$ cat config.mk
export PLATFORM = sky130hd
export DESIGN_NAME = font_mem_loader
export DESIGN_NICKNAME = d
export VERILOG_FILES = /design/src/rtl/font_pkg.sv /design/src/rtl/font_word_assembler.sv /design/src/rtl/font_mem_loader.sv
export SDC_FILE = /design/constraint.sdc
export NUM_CORES = 1
export LEC_CHECK = 0
export CORE_MARGIN = 2
export CORE_UTILIZATION = 50
export CTS_CLUSTER_DIAMETER = 50
export DETAILED_ROUTE_END_ITERATION = 10
export GPL_ROUTABILITY_DRIVEN = 0
export PLACE_DENSITY = 0.86
export SETUP_SLACK_MARGIN = 0.05
export SLEW_MARGIN = 15
export SYNTH_ARGS = -nofsm -noshare
export SYNTH_HDL_FRONTEND = slang
export SYNTH_HIERARCHICAL = 1
export SYNTH_SLANG_ARGS = --single-unit
$ cat constraint.sdc
create_clock -name clk -period 2.2 [get_ports clk]
set_input_delay 0.44 -clock clk [delete_from_list [all_inputs] [get_ports clk]]
set_output_delay 0.44 -clock clk [all_outputs]
set_load 0.05 [all_outputs]
$ cat src/rtl/font_pkg.sv
// font_pkg: constants and types shared by the glyph memory loader, the font
// lookup and the text renderer.
//   FONT_W_DFLT / FONT_H_DFLT : default glyph size in pixels
//   NGLYPH / FIRST_CHAR       : printable ASCII range held in the glyph memory
//   ADDR_W                    : glyph memory address width
//   font_nbytes()             : bytes needed to carry one packed glyph word
//   loader_state_t            : loader FSM state encoding
package font_pkg;

    localparam int unsigned FONT_W_DFLT = 10;
    localparam int unsigned FONT_H_DFLT = 12;
    localparam int unsigned NGLYPH      = 95;
    localparam int unsigned FIRST_CHAR  = 32;
    localparam int unsigned ADDR_W      = $clog2(NGLYPH);

    function automatic int unsigned font_nbytes(input int unsigned wbits);
        return (wbits + 7) / 8;
    endfunction

    typedef enum logic [2:0] {
        ST_IDLE,
        ST_COLLECT,
        ST_WRITE,
        ST_CKSUM,
        ST_DONE
    } loader_state_t;

endpackage

$ cat src/rtl/font_word_assembler.sv
// font_word_assembler: packs a byte stream into one glyph word, LSB first.
//   clk, rst_n : clock, asynchronous active-low reset
//   i_clr      : restart at byte 0 (word contents cleared)
//   i_push     : store i_byte into the current byte lane and advance
//   i_byte     : incoming byte
//   o_word     : assembled word (bits at or above WBITS are dropped)
//   o_last     : the current byte lane is the final one of the word
module font_word_assembler #(
    parameter int unsigned WBITS  = 120,
    parameter int unsigned NBYTES = 15
) (
    input  logic             clk,
    input  logic             rst_n,
    input  logic             i_clr,
    input  logic             i_push,
    input  logic [7:0]       i_byte,
    output logic [WBITS-1:0] o_word,
    output logic             o_last
);

    localparam int unsigned CW = $clog2(NBYTES + 1);

    logic [8*NBYTES-1:0] r_word;
    logic [CW-1:0]       r_cnt;

    assign o_last = (r_cnt == CW'(NBYTES - 1));
    assign o_word = r_word[WBITS-1:0];

    // Every lane is rewritten for each glyph, so the word needs no clearing
    // between glyphs; only the lane counter wraps.
    always_ff @(posedge clk or negedge rst_n) begin
        if (!rst_n) begin
            r_word <= '0;
            r_cnt  <= '0;
        end else if (i_clr) begin
            r_word <= '0;
            r_cnt  <= '0;
        end else if (i_push) begin
            for (int unsigned k = 0; k < NBYTES; k++) begin
                if (r_cnt == CW'(k)) begin
                    r_word[8*k +: 8] <= i_byte;
                end
            end
            r_cnt <= o_last ? '0 : r_cnt + 1'b1;
        end
    end

endmodule

$ cat src/rtl/font_mem_loader.sv
// font_mem_loader: writer side of the glyph bitmap memory. Collects a byte
// stream into FONT_W*FONT_H-bit glyph words and writes the 95 printable ASCII
// glyphs to addresses 0..94 (address 0 = ASCII 32).
//   clk, rst_n       : clock, asynchronous active-low reset
//   start            : begin a load at glyph 0 (only in IDLE or DONE)
//   s_data/s_valid   : input byte stream
//   s_ready          : loader takes s_data this cycle
//   wr_en/addr/data  : glyph memory write port, one strobe per glyph
//   busy             : load in progress
//   done             : all glyphs written, held until next start
//   err              : checksum mismatch, held until next start
// Optional feature: define FONT_LOADER_CKSUM_EN to expect one trailing byte
// equal to the XOR of all glyph bytes; err reports a mismatch.
module font_mem_loader
    import font_pkg::*;
#(
    parameter int unsigned FONT_W = FONT_W_DFLT,
    parameter int unsigned FONT_H = FONT_H_DFLT
) (
    input  logic                      clk,
    input  logic                      rst_n,
    input  logic                      start,
    input  logic [7:0]                s_data,
    input  logic                      s_valid,
    output logic                      s_ready,
    output logic                      wr_en,
    output logic [ADDR_W-1:0]         wr_addr,
    output logic [FONT_W*FONT_H-1:0]  wr_data,
    output logic                      busy,
    output logic                      done,
    output logic                      err
);

    localparam int unsigned WBITS  = FONT_W * FONT_H;
    localparam int unsigned NBYTES = font_nbytes(WBITS);

    loader_state_t     r_state;
    loader_state_t     w_next;
    logic [ADDR_W-1:0] r_glyph_cnt;
    logic [ADDR_W-1:0] r_wr_addr;
    logic [WBITS-1:0]  r_wr_data;
    logic [WBITS-1:0]  w_word;
    logic              w_last;
    logic              w_start_ok;
    logic              w_xfer;
    logic              w_push;
    logic              w_last_glyph;

    assign w_start_ok   = start & ((r_state == ST_IDLE) | (r_state == ST_DONE));
    assign w_xfer       = s_valid & s_ready;
    assign w_push       = w_xfer & (r_state == ST_COLLECT);
    assign w_last_glyph = (r_glyph_cnt == ADDR_W'(NGLYPH - 1));

    font_word_assembler #(
        .WBITS  (WBITS),
        .NBYTES (NBYTES)
    ) u_asm (
        .clk    (clk),
        .rst_n  (rst_n),
        .i_clr  (w_start_ok),
        .i_push (w_push),
        .i_byte (s_data),
        .o_word (w_word),
        .o_last (w_last)
    );

    always_ff @(posedge clk or negedge rst_n) begin
        if (!rst_n) begin
            r_state <= ST_IDLE;
        end else begin
            r_state <= w_next;
        end
    end

    always_comb begin
        w_next  = r_state;
        s_ready = 1'b0;
        wr_en   = 1'b0;
        busy    = 1'b0;
        done    = 1'b0;
        case (r_state)
            ST_IDLE: begin
                if (w_start_ok) w_next = ST_COLLECT;
            end
            ST_COLLECT: begin
                s_ready = 1'b1;
                busy    = 1'b1;
                if (w_push && w_last) w_next = ST_WRITE;
            end
            ST_WRITE: begin
                wr_en = 1'b1;
                busy  = 1'b1;
                if (w_last_glyph) begin
`ifdef FONT_LOADER_CKSUM_EN
                    w_next = ST_CKSUM;
`else
                    w_next = ST_DONE;
`endif
                end else begin
                    w_next = ST_COLLECT;
                end
            end
            ST_CKSUM: begin
                s_ready = 1'b1;
                busy    = 1'b1;
                if (w_xfer) w_next = ST_DONE;
            end
            ST_DONE: begin
                done = 1'b1;
                if (w_start_ok) w_next = ST_COLLECT;
            end
            default: w_next = ST_IDLE;
        endcase
    end

    // The write port shows the live glyph during WRITE and the last written
    // glyph otherwise, so the output is valid in the strobe cycle itself.
    assign wr_addr = wr_en ? r_glyph_cnt : r_wr_addr;
    assign wr_data = wr_en ? w_word      : r_wr_data;

    always_ff @(posedge clk or negedge rst_n) begin
        if (!rst_n) begin
            r_glyph_cnt <= '0;
            r_wr_addr   <= '0;
            r_wr_data   <= '0;
        end else if (w_start_ok) begin
            r_glyph_cnt <= '0;
        end else if (r_state == ST_WRITE) begin
            r_glyph_cnt <= r_glyph_cnt + 1'b1;
            r_wr_addr   <= r_glyph_cnt;
            r_wr_data   <= w_word;
        end
    end

`ifdef FONT_LOADER_CKSUM_EN
    logic [7:0] r_xor;
    logic       r_err;

    always_ff @(posedge clk or negedge rst_n) begin
        if (!rst_n) begin
            r_xor <= '0;
            r_err <= 1'b0;
        end else if (w_start_ok) begin
            r_xor <= '0;
            r_err <= 1'b0;
        end else if (w_push) begin
            r_xor <= r_xor ^ s_data;
        end else if ((r_state == ST_CKSUM) && w_xfer) begin
            r_err <= (s_data != r_xor);
        end
    end

    assign err = r_err;
`else
    assign err = 1'b0;
`endif

endmodule
==> results of run 1 <==
[cells in the final DEF (no fill, tap or decap), types with 5 or more instances in the layout]
| master | count |
|---|---|
| buf_16 | 9 |
| buf_12 | 142 |
| buf_4 | 31 |
| dfrtp_1 | 261 |
| a21oi_1 | 8 |
| nand2_1 | 213 |
| nand2_2 | 244 |
| clkbuf_16 | 41 |
| clkdlybuf4s50_1 | 10 |
| o21ai_0 | 5 |
| nand2_4 | 56 |
| nand3_4 | 5 |
| clkinv_2 | 8 |
| mux2i_1 | 123 |
| buf_6 | 6 |
| nand2b_1 | 130 |
[worst max path at each step]
| stage | end | cells after the start |
|---|---|---|
| floorplan | wr_addr[0] | 4 |
| global placement | u_asm/o_word[93] | 7 |
| detailed placement | u_asm/o_word[105] | 7 |
| CTS | wr_data[115] | 8 |
| global route | wr_data[59] | 7 |
| finish | wr_data[87] | 7 |
[critical path, delay by kind of cell, from the launching register on]
family                 cells  cell delay, ns
buffers and inverters      4            0.59
DFF                        1            0.38
and+or+nand+nor            3            0.65
[logic make-up (layout without fill, tap and decap cells)]
family	count (synthesis)	after routing	synth area share
and+or+nand+nor	690	690	0.2794
AOI/OAI and AO/OA	18	18	0.009031
muxes	123	123	0.1071
xor gates and xnor gates	1	1	0.0007618
other	1	1	0.0003261
adders and majority gates	2	2	0.002176
DFF	261	261	0.5679
buffers and inverters	69	270	0.03329
[power by group]
group / switching, µW / internal, µW / total, µW
Combinational: 2490 / 1980 / 4470
Sequential: 1050 / 5810 / 6860
Clock: 2000 / 2900 / 4900
Total: 5540 / 10700 / 16200
[state kept, by name (all words and copies together) (netlist names)]
register	cells
u_asm/o_word	120
r_state	3
u_asm/r_cnt	4
r_glyph_cnt	7
r_wr_addr	7
r_wr_data	120
[layer usage]
metal | part of all wire | wire length [µm]
met1 | 0.38 | 13720
met2 | 0.51 | 18410
met3 | 0.058 | 2077
met4 | 0.046 | 1658
met5 | 0 | 0
[what timing repair did]
action	4_1_cts	5_1_grt
setup endpoints to repair	128	155
cloned	5	17
hold buffers	1	0
resized for setup	101	270
hold endpoints to repair	44	0
buffers inserted	9	1
pin swaps	3	48
[final cells by class]
cell class                 instances  share of cell area
clock buffer                      36             0.04559
sequential                       261              0.3759
clock inverter                    16            0.009866
inverter                           4            0.001440
multi-input combinational        835              0.3253
timing repair buffer             214              0.2214
tap                              285             0.02052
[stage by stage]
step | total power [µW] | worst slack [ns]
after floorplan | 9109 | -0.07679
after global placement | 10490 | -0.2279
after detailed placement | 10720 | -0.2719
after CTS | 15680 | -0.3952
after global routing | 16780 | -0.4239
final | 16230 | -0.4084
==> impl_metrics.env, run 1 <==
export IMPL_seqCellArea_mm2=0.006531
export IMPL_yosysWarningCount=6
export IMPL_syn_cell_area_mm2=0.01150
export IMPL_overflow=0
export IMPL_grt_pass1_vias=9403
export IMPL_timing_hold_ws_ns=0.4150
export IMPL_r2r_setup_slack_ns=0.15
export IMPL_power_density_mw_per_mm2=933.9
export IMPL_path_class="register to output pin"
export IMPL_synthFlopType="dfrtp_1"
export IMPL_port_buffers=142
export IMPL_drt_pass1_iter_count=5
export IMPL_grt_busiest_layer="met2"
export IMPL_multi_input_area_mm2=0.005652
export IMPL_clockBufferDepth=3
export IMPL_antenna_found_initial=0
export IMPL_fmax_ghz=0.3834
export IMPL_layout_min_cycle_time_ns=2.608
export IMPL_ir_worst_vdd_v=0.0006343
export IMPL_hold_viol_final=0
export IMPL_synth_top_area_cell="dfrtp_1"
export IMPL_rr_startpoint="r_state[0]"
export IMPL_initial_core_util=0.5079
export IMPL_maxCapViolations=0
export IMPL_vias=9490
export IMPL_cp_start_kind="register"
export IMPL_hpwl_um=18620
export IMPL_max_stage_delay_ns=0.46
export IMPL_synth_top_area_share=0.5679
export IMPL_cts_tree="done"
export IMPL_synth_cells=1165
export IMPL_grt_max_degree=77
export IMPL_clock_sinks=261
export IMPL_layout_worst_path_cycle_share=1.186
export IMPL_min_path_type="input port to async pin"
export IMPL_vias_per_cell=5.748
export IMPL_tightest_slew_ns=0.5396
export IMPL_n_antenna_cell=0
export IMPL_rsz0062_at_grt="yes"
export IMPL_grt_use_met1=0.3297
export IMPL_startpoint="r_state[0]"
export IMPL_cts_buffers=28
export IMPL_max_slew_margin=0.6403
export IMPL_rr_worst_depth=6
export IMPL_rows=55
export IMPL_die_area_mm2=0.02423
export IMPL_cts_root_buffer="clkbuf_16"
export IMPL_grt_pass1_wl_um=48850
export IMPL_avgSynthCellArea_um2=9.871
export IMPL_syn_to_final_growth_pct=51.08
export IMPL_ios=144
export IMPL_met3_usage=0.02917
export IMPL_critPathCaptureType="output pin"
export IMPL_wl_per_cell_um=21.73
export IMPL_worst_endpoint_required_ns=1.76
export IMPL_nFillCells=1182
export IMPL_crit_slowest_cell="or3b_4"
export IMPL_synth_most_common_cell="nand2_1"
export IMPL_crit_chain="or3b_4, inv_8, buf_12, clkbuf_16, nand2_2, nand2_2, buf_12"
export IMPL_crit_fanout=7
export IMPL_cp_arrival_ns=2.17
export IMPL_synth_async_reset_ratio=1.000
export IMPL_postLayoutCellArea_mm2=0.01737
export IMPL_setup_viol=128
export IMPL_slew_violations=0
export IMPL_r2r_end="u_asm/o_word[114]"
export IMPL_clkTransAtPathRegs_ns=0.07
export IMPL_insertion_delay_ns=0.54
export IMPL_synth_edf_count=0
export IMPL_grtUsageMet2=0.4423
export IMPL_ant_nets=0
export IMPL_drc_errors=0
export IMPL_p_leak_uw=0.009856
export IMPL_instances_no_fill=1651
export IMPL_setup_tns_ns=-45.66
export IMPL_ys_seq_elements=261
export IMPL_wirelength_um=35870
export IMPL_ys_top_cells_by_count="nand2_1 (511), dfrtp_1 (261), nand2b_1 (130)"
export IMPL_worst_slack_ns=-0.4084
export IMPL_yosysSeqAreaShare=0.5679
export IMPL_yosysUniqueCellTypes=44
export IMPL_die_w_um=155.7
export IMPL_place_area_mm2=0.01472
export IMPL_drive_gt1_frac=0.4217
export IMPL_final_core_util=0.7674
export IMPL_skew_ns=0.01687
export IMPL_outcome="complete, but fails checks"
export IMPL_failed_checks="negative setup slack"
export IMPL_track_usage=0.2535
export IMPL_synth_nets=1179
export IMPL_final_nets=1358
export IMPL_coreArea_mm2=0.02264
export IMPL_synth_area_top_cells="dfrtp_1 (57%), nand2_1 (17%), mux2i_1 (11%)"
export IMPL_drt_iter0_drc=744
export IMPL_htree_levels=1
export IMPL_dp_cells=1568
export IMPL_die_h_um=155.7
Power figures use the tool's default switching activity.
==> inputs of run 2 (changes only) <==
--- a/config.mk
+++ b/config.mk
@@ -6,11 +6,11 @@
 export NUM_CORES = 1
 export LEC_CHECK = 0
 export CORE_MARGIN = 2
-export CORE_UTILIZATION = 50
+export CORE_UTILIZATION = 45
 export CTS_CLUSTER_DIAMETER = 50
 export DETAILED_ROUTE_END_ITERATION = 10
 export GPL_ROUTABILITY_DRIVEN = 0
-export PLACE_DENSITY = 0.86
+export PLACE_DENSITY = 0.79
 export SETUP_SLACK_MARGIN = 0.05
 export SLEW_MARGIN = 15
 export SYNTH_ARGS = -nofsm -noshare
==> impl_metrics.env, run 2 (synthesis results as in run 1) <==
export IMPL_layout_worst_path_cycle_share=1.162
export IMPL_vias_per_cell=5.147
export IMPL_hold_viol_final=0
export IMPL_insertion_delay_ns=0.53
export IMPL_critPathCaptureType="output pin"
export IMPL_cts_tree="done"
export IMPL_fmax_ghz=0.3913
export IMPL_drt_iter0_drc=567
export IMPL_coreArea_mm2=0.02511
export IMPL_worst_slack_ns=-0.3559
export IMPL_crit_chain="or3b_4, buf_4, clkbuf_16, nand2_2, nand2_2, buf_12"
export IMPL_crit_slowest_cell="or3b_4"
export IMPL_timing_hold_ws_ns=0.4595
export IMPL_drive_gt1_frac=0.2825
export IMPL_port_buffers=142
export IMPL_min_path_type="input port to async pin"
export IMPL_die_area_mm2=0.02685
export IMPL_clkTransAtPathRegs_ns=0.06
export IMPL_final_cell_mix="nand2_1 (388), dfrtp_1 (261), buf_12 (147), nand2b_1 (130), nand2_2 (125)"
export IMPL_path_class="register to output pin"
export IMPL_clockBufferDepth=3
export IMPL_startpoint="r_state[2]"
export IMPL_cp_arrival_ns=2.12
export IMPL_vias=8658
export IMPL_setup_viol=128
export IMPL_final_common_cell="nand2_1"
export IMPL_failed_checks="negative setup slack"
export IMPL_initial_core_util=0.4580
export IMPL_skew_ns=0.009095
export IMPL_worst_endpoint_required_ns=1.76
export IMPL_overflow=0
export IMPL_path_depth=6
export IMPL_max_stage_delay_ns=0.46
export IMPL_cp_start_kind="register"
export IMPL_rr_startpoint="r_state[1]"
export IMPL_drt_pass1_iter_count=5
export IMPL_crit_family="simple AND/OR/NAND/NOR gates"
export IMPL_syn_to_final_growth_pct=41.97
export IMPL_layout_min_cycle_time_ns=2.556
export IMPL_n_antenna_cell=0
export IMPL_wl_per_cell_um=17.55
export IMPL_ant_nets=0
export IMPL_wirelength_um=29510
export IMPL_outcome="complete, but fails checks"
export IMPL_postLayoutCellArea_mm2=0.01633
export IMPL_crit_fanout=13
export IMPL_r2r_setup_slack_ns=0.19
export IMPL_cts_buffers=28
export IMPL_htree_levels=1
export IMPL_grt_max_degree=79
export IMPL_maxCapViolations=0
export IMPL_power_density_mw_per_mm2=961.9
export IMPL_tightest_slew_ns=0.5863
export IMPL_final_nets=1344
export IMPL_drc_errors=0
export IMPL_grt_pass1_vias=9288
export IMPL_p_leak_uw=0.009173
export IMPL_rr_worst_depth=7
export IMPL_clock_sinks=261
export IMPL_rsz0062_at_grt="yes"
export IMPL_ios=144
export IMPL_place_area_mm2=0.01487
export IMPL_antenna_found_initial=0
export IMPL_cp_buffers_inverters=3
export IMPL_max_slew_margin=0.6091
export IMPL_crit_top_cell="nand2_2"
export IMPL_cts_root_buffer="clkbuf_16"
export IMPL_hpwl_um=19250
export IMPL_grt_pass1_wl_um=47980
export IMPL_slew_violations=0
export IMPL_track_usage=0.2247
export IMPL_rows=58
export IMPL_die_h_um=163.9
export IMPL_die_w_um=163.9
export IMPL_ir_worst_vdd_v=0.0005517
export IMPL_r2r_end="u_asm/o_word[92]"
-- run 2: cell type report --
| type | instances | area, µm² |
|---|---|---|
| Inverter | 4 | 23.77 |
| Fill cell | 1883 | 8783 |
| Timing Repair inverter | 1 | 6.256 |
| Tap cell | 330 | 412.9 |
| Sequential cell | 261 | 6531 |
| Clock inverter | 14 | 177.7 |
| Clock buffer | 38 | 789.5 |
| Timing Repair Buffer | 199 | 3470 |
| Multi-Input combinational cell | 835 | 4915 |
-- run 2: power breakdown --
part           internal (µW)  switching (µW)
combinational           1900            2380
clock                   2980            1900
sequential              5810             734
total                  10700            5010
-- run 2: what timing repair did --
item                       CTS  global route
resized for setup          110            17
buffers inserted             4             0
hold buffers                 1             0
hold endpoints to repair    63             0
pin swaps                    1             0
setup endpoints to repair  128           128
gates cloned                 4             1
-- run 2: layer usage --
layer,GRT usage,share of wire
met5,0,0
met1,0.2997,0.42
met4,0.06061,0.020
met3,0.03763,0.051
met2,0.3816,0.51
-- run 2: per-stage QoR --
step                      std cells  utilization  setup slack (ns)  TNS [ns]  total power (µW)
after global placement         1620       0.5924           -0.1695    -11.35             10590
after detailed placement       1620       0.5924           -0.1783    -11.81             10760
after CTS                      1681       0.6475           -0.3634    -38.19             15730
final                          1682       0.6502           -0.3559    -38.49             15700
after global routing           1682       0.6502           -0.4159    -46.76             16410
after floorplan                1165            -          -0.07679  -0.08765              9109
-- run 2: worst max-delay path by stage --
stage / slack [ns] / end
after global routing: -0.42 / wr_data[107]
after CTS: -0.36 / wr_data[107]
after floorplan: -0.08 / wr_addr[0]
final: -0.36 / wr_data[8]
after detailed placement: -0.18 / u_asm/o_word[106]
after global placement: -0.17 / u_asm/o_word[96]
==> inputs of run 3 (changes only) <==
--- a/config.mk
+++ b/config.mk
@@ -12,7 +12,6 @@
 export GPL_ROUTABILITY_DRIVEN = 0
 export PLACE_DENSITY = 0.79
 export SETUP_SLACK_MARGIN = 0.05
-export SLEW_MARGIN = 15
 export SYNTH_ARGS = -nofsm -noshare
 export SYNTH_HDL_FRONTEND = slang
 export SYNTH_HIERARCHICAL = 1
==> results of run 3 <==
The final DEF is identical to that of run 2; final timing and power are the same.
